--- src/rtl/aes_kanal_hakem.sv ---
// Round-robin arbiter sharing one AES engine between channels.
// In-order tag FIFO steers each ciphertext back to its requester.
module aes_kanal_hakem #(
  parameter int KANAL_SAYISI    = 4,
  parameter int ETIKET_DERINLIK = 16
) (
  input  logic                              clk,
  input  logic                              rst,
  input  logic [128*KANAL_SAYISI-1:0]       k_anahtar,
  input  logic [128*KANAL_SAYISI-1:0]       k_blok,
  input  logic [KANAL_SAYISI-1:0]           k_gecerli,
  output logic [KANAL_SAYISI-1:0]           k_hazir,
  output logic [127:0]                      k_sifre,
  output logic [KANAL_SAYISI-1:0]           k_c_gecerli,
  output logic [127:0]                      m_anahtar,
  output logic [127:0]                      m_blok,
  output logic                              m_g_gecerli,
  input  logic                              m_hazir,
  input  logic [127:0]                      m_sifre,
  input  logic                              m_c_gecerli,
  output logic [$clog2(ETIKET_DERINLIK):0]  bekleyen,
  output logic                              hata
);

  localparam int IW = $clog2(KANAL_SAYISI);
  localparam int AW = $clog2(ETIKET_DERINLIK);

  typedef enum logic {BOSTA, GONDER} durum_t;

  durum_t        r_durum;
  logic [IW-1:0] r_ptr;
  logic [IW-1:0] r_sahip;
  logic [IW-1:0] r_etiket [ETIKET_DERINLIK];
  logic [AW-1:0] r_yaz;
  logic [AW-1:0] r_oku;
  logic [AW:0]   r_bekleyen;
  logic [127:0]  r_m_anahtar;
  logic [127:0]  r_m_blok;
  logic          r_m_g_gecerli;
  logic [127:0]  r_k_sifre;
  logic [KANAL_SAYISI-1:0] r_k_c_gecerli;
  logic          r_hata;

  logic [IW-1:0] w_kazanan;
  logic          w_bulundu;
  logic          w_izin;
  logic          w_push;
  logic          w_pop;

  // first valid channel at or after ptr, wrapping
  always_comb begin
    logic [IW-1:0] idx;
    w_kazanan = '0;
    w_bulundu = 1'b0;
    idx       = '0;
    for (int i = 0; i < KANAL_SAYISI; i++) begin
      idx = IW'((int'(r_ptr) + i) % KANAL_SAYISI);
      if (!w_bulundu && k_gecerli[idx]) begin
        w_bulundu = 1'b1;
        w_kazanan = idx;
      end
    end
  end

  assign w_izin = rst && (r_durum == BOSTA) && w_bulundu &&
                  (r_bekleyen < (AW+1)'(ETIKET_DERINLIK));
  assign w_push = (r_durum == GONDER) && m_hazir;
  assign w_pop  = m_c_gecerli && (r_bekleyen != '0);

  always_comb begin
    k_hazir = '0;
    if (w_izin) k_hazir[w_kazanan] = 1'b1;
  end

  always_ff @(posedge clk or negedge rst) begin
    if (!rst) begin
      r_durum       <= BOSTA;
      r_ptr         <= '0;
      r_sahip       <= '0;
      r_yaz         <= '0;
      r_oku         <= '0;
      r_bekleyen    <= '0;
      r_m_anahtar   <= '0;
      r_m_blok      <= '0;
      r_m_g_gecerli <= 1'b0;
      r_k_sifre     <= '0;
      r_k_c_gecerli <= '0;
      r_hata        <= 1'b0;
      for (int i = 0; i < ETIKET_DERINLIK; i++) r_etiket[i] <= '0;
    end else begin
      unique case (r_durum)
        BOSTA: begin
          if (w_izin) begin
            r_sahip       <= w_kazanan;
            r_m_anahtar   <= k_anahtar[128*w_kazanan +: 128];
            r_m_blok      <= k_blok[128*w_kazanan +: 128];
            r_m_g_gecerli <= 1'b1;
            r_durum       <= GONDER;
          end
        end
        GONDER: begin
          if (m_hazir) begin
            r_ptr <= (r_sahip == IW'(KANAL_SAYISI-1)) ?
                     '0 : r_sahip + 1'b1;
            r_m_g_gecerli <= 1'b0;
            r_durum       <= BOSTA;
          end
        end
        default: r_durum <= BOSTA;
      endcase

      if (w_push) begin
        r_etiket[r_yaz] <= r_sahip;
        r_yaz           <= r_yaz + 1'b1;
      end

      r_k_c_gecerli <= '0;
      if (w_pop) begin
        r_oku                          <= r_oku + 1'b1;
        r_k_sifre                      <= m_sifre;
        r_k_c_gecerli[r_etiket[r_oku]] <= 1'b1;
      end

      if (m_c_gecerli && (r_bekleyen == '0)) r_hata <= 1'b1;

      unique case ({w_push, w_pop})
        2'b10:   r_bekleyen <= r_bekleyen + 1'b1;
        2'b01:   r_bekleyen <= r_bekleyen - 1'b1;
        default: r_bekleyen <= r_bekleyen;
      endcase
    end
  end

  assign m_anahtar   = r_m_anahtar;
  assign m_blok      = r_m_blok;
  assign m_g_gecerli = r_m_g_gecerli;
  assign k_sifre     = r_k_sifre;
  assign k_c_gecerli = r_k_c_gecerli;
  assign bekleyen    = r_bekleyen;
  assign hata        = r_hata;

endmodule

--- config.mk ---
export PLATFORM = sky130hd
export DESIGN_NAME = aes_kanal_hakem
export DESIGN_NICKNAME = d
export VERILOG_FILES = /design/src/rtl/aes_kanal_hakem.sv
export SDC_FILE = /design/constraint.sdc
export NUM_CORES = 1
export LEC_CHECK = 0
export CORE_AREA = 3 3 609 611
export DETAILED_ROUTE_END_ITERATION = 10
export DIE_AREA = 0 0 612 614
export GPL_TIMING_DRIVEN = 0
export PLACE_DENSITY_LB_ADDON = 0.3
export SLEW_MARGIN = 20
export SYNTH_ARGS = -nofsm -noshare
export SYNTH_HDL_FRONTEND = slang
export SYNTH_SLANG_ARGS = --single-unit
--- constraint.sdc ---
create_clock -name clk -period 2.95 [get_ports clk]
set_input_delay 0.59 -clock clk [delete_from_list [all_inputs] [get_ports clk]]
set_output_delay 0.59 -clock clk [all_outputs]
set_load 0.02 [all_outputs]
## Yosys cells after proc, flatten, opt, wreduce, memory -nomap -nowiden

Index checks and enable logic that the tools add are counted.

- Register bits after elaboration: 440
- ROM bits: 0
- Memories: 0
- Output and inout port bits: 399
- Latch bits: 0
- Bits of input ports: 1,160
- Memory bits (writable): 0

- Equality and inequality tests: 5
- Shifts and indexed selects: 2
- Multiplexer cells: 36
- Reductions and logical operators: 21
- Multipliers: 0
- Add/sub/neg operators: 8
- Magnitude comparators: 12
- Bitwise gates (word level): 3
- Div/mod/pow operators: 0

Operators with widths:

| kind | number |
|---|---|
| 512-bit by 10-bit variable part select with 128-bit output | 2 |
| 32-bit bitwise mux | 1 |
| 2-bit by 3-bit less-than comparator with 1-bit output (second input constant) | 6 |
| 2-bit 2-to-1 mux | 8 |
| 1-bit 2-to-1 mux | 14 |
| 1-bit logical AND | 12 |
| 5-bit >= comparator (second input constant) | 2 |
| 4-bit inverter with 5-bit output | 2 |
| 5-bit one-hot mux with 2 select lines | 1 |
| 4-bit by 1-bit adder with 4-bit output (second input constant) | 2 |
| 1-bit binary-select mux with 2-bit select | 4 |
| 2-bit binary-select mux with 4-bit select | 1 |
| 2-bit demux with 4-bit select | 1 |
| 4-bit 2-to-1 mux | 2 |
| 2-bit AND reduction | 3 |
| 5-bit by 1-bit adder with 5-bit output (second input constant) | 1 |
| 5-bit logical NOT | 1 |
| 5-bit by 1-bit less-than comparator with 1-bit output (second input constant) | 1 |
| 5-bit less-than comparator (second input constant) | 1 |
| 5-bit nonzero test | 1 |
| 5-bit by 1-bit subtractor with 5-bit output (second input constant) | 1 |
| 2-bit by 1-bit adder with 2-bit output (second input constant) | 2 |
| 2-bit adder (second input constant) | 2 |
| 1-bit demux with 2-bit select | 2 |
| other kinds (8) | 14 |

## Depth between registers and ports, before layout

- Depth after elaboration: 17
- Gate-level depth with buffers: 14
- Gate-level depth less buffers: 11

## Worst setup path after synthesis

Ideal clock, no wire load.

- Path kind: flip-flop to flip-flop
- Start: register r_bekleyen[1] (netlist: bekleyen[1])
- End: register r_bekleyen[4] (netlist: bekleyen[4])
- Library setup time: 0.081 ns
- Buffers on the path: 3
- Required time: 2.869 ns
- Stages on the path, launching flop included: 15
- Path slack: -0.320 ns
- Clock period less this slack: 3.270 ns
- Arrival: 3.189 ns
- Path through: dfrtp_1 > buf_2 > or4_4 > o21ai_4 > inv_2 > clkbuf_1 > ha_1 > clkbuf_1 > xor2_1 > ha_1 > a21boi_0 > o221ai_1 > a21o_1 > a21oi_1 > xor2_1

- Word-level cells in the longest chain between the ends: 4
- Elaborated cells on any way between the ends: 8
- Those cells by class: add/sub (2); eq/ne (2); mux (1); reduce/logical (3)

RTL lines:

| what | line | RTL |
|---|---|---|
| from (decl) | 36 | `logic [AW:0] r_bekleyen;` |
| from (signal assigned) | 127 | `2'b10: r_bekleyen <= r_bekleyen + 1'b1;` |
| from (signal assigned) | 128 | `2'b01: r_bekleyen <= r_bekleyen - 1'b1;` |
| from (signal assigned) | 129 | `default: r_bekleyen <= r_bekleyen;` |
| 5-bit nonzero test (*) | 68 | `assign w_pop = m_c_gecerli && (r_bekleyen != '0);` |
| 1-bit logical AND (*) | 68 |  |
| named net w_pop | 48 | `logic w_pop;` |
| 2-bit by 1-bit equality test with 1-bit output or 2-bit equality test (tied branches) | 126 | `unique case ({w_push, w_pop})` |
| 5-bit one-hot mux with 2 select lines or 2-bit nonzero test (tied branches) | - |  |

Mark *: on every way through the listed nets, which the timed path passes. The rest lies on a longest branch.
A chain may end at the register's enable or synchronous reset.

## Final worst setup path

- Start: register r_ptr[0]
- End: output k_hazir[1]

- Word-level cells in the longest chain between the ends: 17
- Elaborated cells on any way between the ends: 33
- Those cells by class: add/sub (3); order compare (2); mux (19); reduce/logical (9)

RTL lines:

| what | line | RTL |
|---|---|---|
| from (decl) | 31 | `logic [IW-1:0] r_ptr;` |
| from (signal assigned) | 103 | `r_ptr <= (r_sahip == IW'(KANAL_SAYISI-1)) ?` |
| branches (longest 16 deep; another with 2-bit by 3-bit less-than comparator with 1-bit output) | - |  |
| 4-bit 2-to-1 mux (*) | 72 | `if (w_izin) k_hazir[w_kazanan] = 1'b1;` |
| to (decl) | 12 | `output logic [KANAL_SAYISI-1:0] k_hazir,` |

Every way passes the cells marked *. The select of a mux whose other input is x is not followed.

==> results.yml <==
worst_setup_path:
  crit_type: "flop to output port"
  cp.required_ps: 2360
  crit_path_start_kind: "flop"
  crit_path_end_kind: "output port"
  cp.arrival_ps: 2560
  path_max_fanout: 5
die:
  initial_utilization_pct: 6.30
  num_rows: 222
  die_area_um2: 376000
  core-area_um2: 366000
  fp.dieW_um: 612
  die_y_um: 614
  io_pins: 1559
placed_design:
  pre_cts_ws_ps: -2740
  hpwl_um: 277000
  place_area_um2: 45000
  gp_routability_congestion: 0.893
  dp_cells: 8576
  portBuffers: 1558
detailed_routing:
  drt_iter0_drc: 1923
  first_pass_iters: 7
  via_per_inst: 3.06
  drc: 0
  finalWirelength_um: 314000
  via_count: 26970
  wl_per_cell_um: 35.7
  ant_nets: 0
sta:
  skew_ps: 76.0
  fin_crit_ps: 3150
  hold_viol: 0
  tightestPinTransition_ps: 1050
  setup_viol_count_final: 3
  slew_violations: 0
  setup_tns_ps: -387
  setup_ws_ps: -201
  hold_slack_ps: 193
  fmax_ghz: 0.317
  fin_crit_sh_pct: 107
  grt_setup_unrepaired: "yes"
  relSlewSlack_pct: 30.1
global_routing:
  antenna_found_initial: 208
  met3_usage_pct: 8.10
  grt_pass1_wl_um: 374000
  use_met2_pct: 27.1
  top_usage_layer: "met2"
  grt_pass1_vias: 28047
  grt_usage_pct: 16.0
  grt.overflow.total: 0
  grt_start_max_net_pins: 83
  grt.met1_usage_pct: 17.4
pwr:
  power_mw: 45.1
  p_leak_nw: 20.1
  p_per_area_nw_per_um2: 923
  peakVddDrop_mv: 0.392
synth:
  synth-edff-count: 0
  async_flop_share_pct: 100
  synth_flop_cell: "dfrtp_1"
  synth.distinct_cells: 40
  yosysTopAreaCell: "dfrtp_1"
  ys_ff_latch: 440
  synthTopCellsByArea: "dfrtp_1 (48%), mux2i_1 (22%), nand2_1 (11%)"
  netlist_area_um2: 23000
  synth_top_area_share_pct: 47.8
  syn_nets: 3360
  synth_cells: 2190
  syn_avg_cell_area_um2: 10.5
  synth_seq_area_share_pct: 47.8
  synth-warning-count: 0
finish:
  fin_nets: 5052
  postLayoutCoreUtil_pct: 13.4
  area_delta_synth_final_pct: 112
  fin_cells: 8802
  final_area_um2: 48900
  drive_gt1_share_pct: 10.5
cts:
  ctsLongestPathBuffers: 4
  clock_sink_count: 440
  clock_latency_ps: 770
  tritoncts: "done"
  h-tree-depth: 3
  cts_root_buf: "clkbuf_16"
  cts_buffers: 75
  clk_pin_slew_ps: 60
run:
  cap_violations: 0
worst_hold_path:
  hold_class: "input pin to async pin"
status:
  violations: "negative setup slack"
  status: "finished with violations"
==> power by group <==
| part | internal (mW) | total (mW) | leakage, nW | switching, mW |
|---|---|---|---|---|
| registers | 8.41 | 10.1 | 5.47 | 1.65 |
| clock network | 5.65 | 9.41 | 1.21 | 3.76 |
| logic | 9.41 | 25.7 | 13.4 | 16.2 |
| total | 23.5 | 45.1 | 20.1 | 21.7 |
==> flip-flops by register name, indices dropped and copies added, names as in the netlist <==
register     count
bekleyen         5
m_blok         128
r_ptr            2
r_yaz            4
r_oku            4
r_etiket        32
m_anahtar      128
r_durum          1
hata             1
r_sahip          2
m_g_gecerli      1
k_c_gecerli      4
k_sifre        128
==> cells in the mapped netlist, drive strengths merged (2+ instances only) <==
library cell and number:
nand2b 4, nor2b 3, mux2i 512, nand3 5
o221ai 258, buf 88, a21o 4, ha 10
xnor2 7, nor2 22, mux2 33, nor3b 3
xor2 5, a21boi 3, and3 2, o21ai 6
dfrtp 440, a21oi 4, mux4 10, clkbuf 90
inv 7, nand2 662, nand4 2
==> logic make-up (layout without fill, tap and decap cells) <==
kind of cell	Yosys count	after routing	share of synthesized area, %
other	0	54	0
XOR/XNOR	12	12	0.456
multiplexers	555	555	24.8
adder cells (fa/ha/maj)	10	10	0.543
buffers and inverters	185	1927	4.07
flip-flops	440	440	47.8
AO/OA/AOI/OAI	282	282	10.6
AND/OR/NAND/NOR	706	706	11.8
==> worst max-delay path, stage by stage (launching register included) <==
cell,delay [ps]
dfrtp_1,400
nor2b_1,70
o21ai_1,160
o221ai_1,130
bufbuf_16,310
buf_12,160
buf_16,140
nor3b_4,190
buf_6,150
==> layout make-up <==
type,count,area (µm²)
diodes,54,135
plain buffers,175,1140
clock buffers,99,2080
clock inverters,28,384
fillers,41453,317000
inverters,7,33.8
multi-input cells,1565,11600
flip-flops and latches,440,11000
well taps,4816,6030
repair buffers,1618,16500
==> timing repair <==
item                       in CTS  in global routing
gates resized for setup       157                 68
setup endpoints to repair     297                140
pin swaps                       6                  6
hold buffers                   11                  0
cloned                          6                  0
setup buffers                  18                 13
hold endpoints to repair       56                  0
==> cells in the final DEF (no fill, tap or decap), drive strengths merged, types with 22 or more instances in the layout <==
cell              n
diode            54
mux2             33
buf             141
clkbuf          188
nand2           662
dfrtp           440
clkdlybuf4s50  1514
dlygate4sd2      31
mux2i           512
o221ai          258
nor2             22
==> final timing paths <==
path                       slack (ps)                       end  depth (start not counted)                    start
max                              -200                k_hazir[1]                          8     r_ptr[0]$_DFFE_PN0P_
min                               190  k_sifre[126]$_DFFE_PN0P_                          5                      rst
max reg2reg                        60    m_blok[34]$_DFFE_PN0P_                          9     r_ptr[0]$_DFFE_PN0P_
min reg2reg                       470   k_sifre[17]$_DFFE_PN0P_                          2  k_sifre[17]$_DFFE_PN0P_
max in group asynchronous        1000   m_blok[115]$_DFFE_PN0P_                          5                      rst
min in group clk                  350   k_sifre[44]$_DFFE_PN0P_                          3              m_sifre[44]
==> layer usage <==
metal	vias to the layer above	part of all wire (%)
li1	11400	-
met5	-	0.23
met4	110	3.3
met1	13531	36
met3	451	12
met2	1478	48
Power figures use the tool's default switching activity.
